**src/rtl/onalti_dort_demux_pkg.sv**
```systemverilog
// Shared constants and helpers for the 1-to-16 result distributor.
package onalti_dort_demux_pkg;

  localparam int unsigned N_CH      = 16;
  localparam int unsigned SEL_W     = 4;
  localparam int unsigned DEF_WIDTH = 32;

  // Bit offset of channel ch inside a flattened N_CH*width bus.
  function automatic int unsigned ch_lsb(input int unsigned ch, input int unsigned width);
    return ch * width;
  endfunction

  // Full 4->16 one-hot decode; every select value maps to a real channel.
  function automatic logic [N_CH-1:0] sel_decode(input logic [SEL_W-1:0] s);
    logic [N_CH-1:0] r;
    r    = '0;
    r[s] = 1'b1;
    return r;
  endfunction

endpackage

```
**src/rtl/onalti_dort_demux_kanal.sv**
```systemverilog
// One distributor channel: holding register plus valid flag with consumer ack.
module demux_kanal
  import onalti_dort_demux_pkg::*;
#(
  parameter int unsigned WIDTH = DEF_WIDTH
) (
  input  logic             clk,
  input  logic             rst,
  input  logic             wr_en,
  input  logic [WIDTH-1:0] din,
  input  logic             ack,
  output logic [WIDTH-1:0] data,
  output logic             valid,
  output logic             free
);

  logic [WIDTH-1:0] data_q, data_d;
  logic             valid_q, valid_d;

  // A write in the same cycle as an ack keeps the channel valid.
  always_comb begin
    data_d  = data_q;
    valid_d = valid_q & ~ack;
    if (wr_en) begin
      data_d  = din;
      valid_d = 1'b1;
    end
  end

  always_ff @(posedge clk) begin
    if (rst) begin
      data_q  <= '0;
      valid_q <= 1'b0;
    end else begin
      data_q  <= data_d;
      valid_q <= valid_d;
    end
  end

  assign data  = data_q;
  assign valid = valid_q;
  assign free  = ~valid_q | ack;

endmodule

```
**src/rtl/onalti_dort_demux.sv**
```systemverilog
// Registered 1-to-16 distributor for ALU results with per-channel valid/ack and optional broadcast.
module onalti_dort_demux
  import onalti_dort_demux_pkg::*;
#(
  parameter int unsigned WIDTH = DEF_WIDTH,
  parameter int unsigned CNT_W = 8
) (
  input  logic                  clk,
  input  logic                  rst,
  input  logic [WIDTH-1:0]      din,
  input  logic [SEL_W-1:0]      sel,
  input  logic                  bcast,
  input  logic                  in_valid,
  output logic                  in_ready,
  output logic [N_CH*WIDTH-1:0] dout,
  output logic [N_CH-1:0]       out_valid,
  input  logic [N_CH-1:0]       out_ack,
  output logic [CNT_W-1:0]      wr_count
);

  logic [N_CH-1:0]  free;
  logic [N_CH-1:0]  wr_en;
  logic [N_CH-1:0]  ch_valid;
  logic [WIDTH-1:0] ch_data [N_CH];
  logic             accept;
  logic [CNT_W-1:0] wr_count_q, wr_count_d;

  always_comb begin
    in_ready   = ~rst & (bcast ? &free : free[sel]);
    accept     = in_valid & in_ready;
    wr_en      = {N_CH{accept}} & (bcast ? {N_CH{1'b1}} : sel_decode(sel));
    wr_count_d = wr_count_q + CNT_W'(accept);
  end

  always_ff @(posedge clk) begin
    if (rst) wr_count_q <= '0;
    else     wr_count_q <= wr_count_d;
  end

  for (genvar i = 0; i < N_CH; i++) begin : g_ch
    demux_kanal #(.WIDTH(WIDTH)) u_kanal (
      .clk   (clk),
      .rst   (rst),
      .wr_en (wr_en[i]),
      .din   (din),
      .ack   (out_ack[i]),
      .data  (ch_data[i]),
      .valid (ch_valid[i]),
      .free  (free[i])
    );
  end

  always_comb begin
    dout = '0;
    for (int unsigned i = 0; i < N_CH; i++) begin
      dout[ch_lsb(i, WIDTH) +: WIDTH] = ch_data[i];
    end
  end

  assign out_valid = ch_valid;
  assign wr_count  = wr_count_q;

endmodule

```
**config.mk**
```make
export PLATFORM = sky130hd
export DESIGN_NAME = onalti_dort_demux
export DESIGN_NICKNAME = d
export VERILOG_FILES = /design/src/rtl/onalti_dort_demux_pkg.sv /design/src/rtl/onalti_dort_demux_kanal.sv /design/src/rtl/onalti_dort_demux.sv
export SDC_FILE = /design/constraint.sdc
export NUM_CORES = 1
export LEC_CHECK = 0
export CORE_AREA = 2 2 230 232
export DETAILED_ROUTE_END_ITERATION = 12
export DIE_AREA = 0 0 232 234
export DONT_BUFFER_PORTS = 1
export GPL_ROUTABILITY_DRIVEN = 0
export PLACE_DENSITY = 0.55
export SLEW_MARGIN = 15
export SYNTH_ARGS = -nofsm -noshare
export SYNTH_HDL_FRONTEND = slang
export SYNTH_SLANG_ARGS = --single-unit
```
**constraint.sdc**
```tcl
create_clock -name clk -period 2.9 [get_ports clk]
set_input_delay 0.58 -clock clk [delete_from_list [all_inputs] [get_ports clk]]
set_output_delay 0.58 -clock clk [all_outputs]
set_load 0.02 [all_outputs]
```
# Word-level counts from Yosys, hierarchy flattened

Cells that the tools add are included.

Flip-flop bits (word level): 536
Logic and storage cells: 128

Add/subtract/negate cells: 1
Order comparisons: 2
Mux-type cells: 22
Bitwise logic cells: 68
Reduce and logical (&&, ||, !) cells: 2

Operators by type and width:

| kind                                                               | number |
|---|---|
| NOT 1 bit                                                          | 33 |
| two-way mux 1 bit                                                  | 19 |
| bitwise AND 1 bit                                                  | 18 |
| bitwise AND 16 bit                                                 | 1 |
| two-way mux 16 bit                                                 | 1 |
| OR 1 bit                                                           | 16 |
| AND reduction 16 bit                                               | 1 |
| adder 8 x 1 -> 8 bit                                               | 1 |
| less-than comparator 4 x 5 -> 1 bit (second input constant)        | 1 |
| binary-select mux 1 bit (select 4 bit)                             | 1 |
| demux 1 bit (select 4 bit)                                         | 1 |
| greater-or-equal comparator 4 x 1 -> 1 bit (second input constant) | 1 |
| logical AND 1 bit                                                  | 1 |

# Logic depth before layout (Yosys ltp)

Depth after elaboration: 9
Mapped depth: 12

# By module

From an unflattened synthesis, not the netlist that was laid out.

Cell total of the unflattened synthesis: 1841
Area total of the unflattened synthesis: 20131.8 um2

Modules (own cells, without submodules):

| module            | times used | cells an instance | area an instance (um2) |
|---|---|---|---|
| demux_kanal       | 16         | 108               | 1204.9 |
| onalti_dort_demux | 1          | 113               | 853.3 |

# Worst setup path before layout

OpenSTA, ideal clock, no wires.

Path type: input -> register
Start: in sel[1]
End: reg wr_count_q[4], in the netlist wr_count[4]
Data arrival time: 2.987 ns
Slack: -0.214 ns
Stages on the path: 12
Path buffers: 2
Cell sequence: buf_4 -> clkbuf_1 -> mux4_2 -> o21ai_0 -> or3b_2 -> a21oi_1 -> nor2_1 -> ha_1 -> ha_1 -> nand3_1 -> xor2_1 -> nor2_1

Cells in the longest elaborated chain, start to end: 6

Ends and longest elaborated chain:

| what                                    | line                    | source |
|---|---|---|
| start: declaration                      | onalti_dort_demux.sv:11 | `input logic [SEL_W-1:0] sel,` |
| binary-select mux 1 bit (select 4 bit)  | onalti_dort_demux.sv:29 | `in_ready = ~rst & (bcast ? &free : free[sel]);` |
| two-way mux 1 bit (not written as such) | onalti_dort_demux.sv:29 |  |
| two-way mux 1 bit                       | onalti_dort_demux.sv:29 |  |
| bitwise AND 1 bit                       | onalti_dort_demux.sv:29 |  |
| bitwise AND 1 bit                       | onalti_dort_demux.sv:30 | `accept = in_valid & in_ready;` |
| adder 8 x 1 -> 8 bit                    | onalti_dort_demux.sv:32 | `wr_count_d = wr_count_q + CNT_W'(accept);` |
| end signal: assignment                  | onalti_dort_demux.sv:37 | `else wr_count_q <= wr_count_d;` |
| end: declaration                        | onalti_dort_demux.sv:26 | `logic [CNT_W-1:0] wr_count_q, wr_count_d;` |

No other way between the ends. The select of a mux whose other input is x is not followed.
A chain may end at the register's enable or synchronous reset.

# Worst setup path after layout

Start: reg g_ch[5].u_kanal.valid_q
End: out in_ready

Cells in the longest elaborated chain, start to end: 6
Elaborated cells between the ends (all ways): 7

Ends and longest elaborated chain:

| what                                    | line                          | source |
|---|---|---|
| start: declaration                      | onalti_dort_demux_kanal.sv:18 | `logic valid_q, valid_d;` |
| start signal: assignment                | onalti_dort_demux_kanal.sv:36 | `valid_q <= valid_d;` |
| NOT 1 bit (*)                           | onalti_dort_demux_kanal.sv:42 | `assign free = ~valid_q \| ack;` |
| OR 1 bit (*)                            | onalti_dort_demux_kanal.sv:42 |  |
| binary-select mux 1 bit (select 4 bit)  | onalti_dort_demux.sv:29       |  |
| two-way mux 1 bit (not written as such) | onalti_dort_demux.sv:29       |  |
| two-way mux 1 bit (*)                   | onalti_dort_demux.sv:29       |  |
| bitwise AND 1 bit (*)                   | onalti_dort_demux.sv:29       |  |
| end: declaration                        | onalti_dort_demux.sv:14       | `output logic in_ready,` |

Every way passes the cells marked *; elsewhere a longest branch is shown, timed or not. The select of a mux whose other input is x is not followed.

==> results.cfg <==
[status]
outcome = finished, final reports clean

[logic_synthesis]
seq_area_frac_synth = 0.525
syn_inst = 2056
ys_types = 46
ys_ff_latch = 536
synth_area_mm2 = 0.0205
synth.net_count = 2114
avgSynthCellArea_um2 = 9.95
synth_warnings = 0

[final_layout]
n_antenna_cell = 0
drive_gt1_frac = 0.112
nets = 2011
mostFrequentLayoutCell = dfxtp_1
fill_cells = 5032
fin_cells = 2679
final_cell_mix = dfxtp_1 (531), nand4b_1 (311), o21ai_1 (302)
syn_to_final_growth_pct = 11.6

[floorplanning]
die_area_mm2 = 0.0543
rows = 84
io_pins = 593
dieWidth_um = 232
die_y_um = 234
start_util = 0.393
core_area_mm2 = 0.0520

[grt]
grt_pass1_wl_mm = 116
grt_overflow = 0
grt_max_degree = 571
grt_pass1_vias = 15620
antenna_found_initial = 0
grtUsageTotal = 0.288

[placed_design]
portBuffers = 0
place_hpwl_mm = 51.9
dpl.cell_count = 2584

[clocking]
h-tree-depth = 2
clock_path_buffers = 3
cts_buffers = 55
cts_tree = done
cts_root_buf = clkbuf_16
cts_sinks = 536
path_clk_slew_ps = 70
insertion_delay_ps = 620

[sta]
fin_crit_sh = 0.992
rsz0062_at_grt = true
setup_violations = 0
max_freq_mhz = 348
fin_hold_ws_ps = 46.7
worst_slew_pin_slew_ps = 1190
skew_ps = 11.4
drv_slew = 0
period_minus_slack_ps = 2880
slew_headroom = 0.203
hold_violations = 0

[critical_path]
worstSetupPathType = flop to primary output
critPathBufInv = 0
rr_startpoint = g_ch[15].u_kanal.valid$_SDFF_PP0_
cp_data_required_time_ps = 2320
cp_max_fo = 2
cp.arrival_ps = 2300
cp_cell_sequence = nand2b_1, mux4_2, o21ai_2, or3b_4, a21oi_4, nor2_4
cp-end-kind = primary output
cp-start-kind = flop
r2r_end = g_ch[6].u_kanal.data[13]$_SDFFE_PP0P_
reg2reg_slack_ps = 40
ff2ff_path_depth = 8
path_delay_family = simple AND/OR/NAND/NOR gates
slowest_stage = mux4_2
critPathMaxStageDelay_ps = 470

[worst_hold_path]
hold_path.class = input port to flop
hold_end = g_ch[6].u_kanal.data[12]$_SDFFE_PP0P_
worstHoldStart = rst
hold_depth = 1

[routing]
dr_total_vias = 16428
firstDrtPassIters = 5
drtAntennaViolNets = 0
routedWlPerCell_um = 30.6
drc = 0
drt-total-wl_mm = 81.9
viasPerCell = 6.13
drtIter0Drc = 1765

[flow_run]
drv_cap = 0

[power]
p_leak_nw = 8.37
power_density_mw_per_mm2 = 723
peakVddDrop_uv = 480
## cell usage after synthesis (all sizes together)
| master | count | area [µm²] |
|---|---|---|
| a211oi | 1 | 12.5 |
| a21oi | 92 | 464 |
| a221oi | 1 | 15.0 |
| a31oi | 2 | 18.8 |
| and2 | 1 | 6.26 |
| and3 | 9 | 56.3 |
| and3b | 1 | 8.76 |
| and4 | 2 | 17.5 |
| buf | 84 | 524 |
| clkbuf | 165 | 626 |
| dfxtp | 536 | 10700 |
| ha | 2 | 25.0 |
| inv | 2 | 7.51 |
| mux2i | 130 | 1300 |
| mux4 | 2 | 45.0 |
| nand2 | 3 | 11.3 |
| nand2b | 177 | 1110 |
| nand3 | 85 | 430 |
| nand3b | 1 | 7.51 |
| nand4 | 5 | 31.3 |
| nand4b | 311 | 2720 |
| nor2 | 28 | 108 |
| nor2b | 8 | 50.1 |
| nor3 | 4 | 31.3 |
| nor3b | 1 | 12.5 |
| nor4 | 4 | 37.5 |
| o21ai | 385 | 1930 |
| o22ai | 1 | 6.26 |
| o31ai | 1 | 7.51 |
| or2 | 2 | 12.5 |
| or3b | 1 | 8.76 |
| or4 | 3 | 22.5 |
| xnor2 | 2 | 17.5 |
| xor2 | 4 | 35.0 |
## power breakdown
group / total, mW / internal, mW / switching [mW] / leakage (nW)
logic: 1.18 / 0.432 / 0.750 / 3.18
clock network: 6.92 / 3.82 / 3.10 / 0.839
registers: 8.39 / 7.69 / 0.698 / 4.35
## metrics by stage
stage                     area [µm²]  setup slack [ps]  TNS, ps  total power [mW]   util
final                          22800              23.5        0              16.5  0.439
after global routing           22800             -58.0    -58.0              17.0  0.439
after CTS                      22800              4.55        0              16.6  0.439
after detailed placement       21100              48.4        0              9.71  0.405
after global placement         21100              64.8        0              9.69  0.405
after floorplan                20500              1.99        0              9.26      -
## kinds of logic (layout without fill, tap and decap cells)
| family | after synthesis | count (layout) | share of synthesized area |
|---|---|---|---|
| AOI/OAI and AO/OA | 483 | 483 | 0.120 |
| adders and majority gates | 2 | 2 | 0.00122 |
| and+or+nand+nor | 646 | 646 | 0.229 |
| buffers and inverters | 251 | 186 | 0.0566 |
| muxes | 132 | 132 | 0.0658 |
| DFF | 536 | 536 | 0.525 |
| xor gates and xnor gates | 6 | 6 | 0.00257 |
## flip-flops by register name (all words and copies together), names as in the netlist
signal and cells:
g_ch.u_kanal.data 512, g_ch.u_kanal.valid 16, wr_count 8
## area by class of cell
class,instances,area [µm²],area share
clock inverter,20,179,0.00784
tap,688,861,0.0377
timing repair buffer,89,781,0.0342
inverter,2,7.51,0.000329
clock buffer,75,1540,0.0675
sequential,536,10700,0.470
multi-input combinational,1269,8720,0.382
## worst max-delay path by stage
stage / start / end / slack, ps / cells after the start
after floorplan: sel[1] / wr_count[4]$_SDFF_PP0_ / 2 / 12
after global placement: out_ack[5] / wr_count[6]$_SDFF_PP0_ / 60 / 11
after detailed placement: out_ack[5] / wr_count[5]$_SDFF_PP0_ / 50 / 11
after CTS: g_ch[12].u_kanal.valid$_SDFF_PP0_ / in_ready / 5 / 5
after global routing: g_ch[7].u_kanal.valid$_SDFF_PP0_ / in_ready / -60 / 6
final: g_ch[5].u_kanal.valid$_SDFF_PP0_ / in_ready / 20 / 6
## metal layers
metal  track usage  vias up  share of wire
met4         0.135        0          0.045
met5             0        -              0
met2         0.439      849           0.45
met3         0.108      171           0.11
li1              -     7223              -
met1         0.360     8185           0.39
## timing repair
action                     in CTS  in global routing
pin swaps                       3                  1
buffers inserted                1                  0
gates resized for setup        10                  3
cloned                          0                  0
hold buffers                    0                  0
setup endpoints to repair       1                  1
## worst register-to-register path: cells and delay by family (launching register included)
kind / cells / cell delay, ps
DFF: 1 / 400
buffers and inverters: 2 / 430
and+or+nand+nor: 5 / 1780
AOI/OAI and AO/OA: 1 / 90
Power figures use the tool's default switching activity.
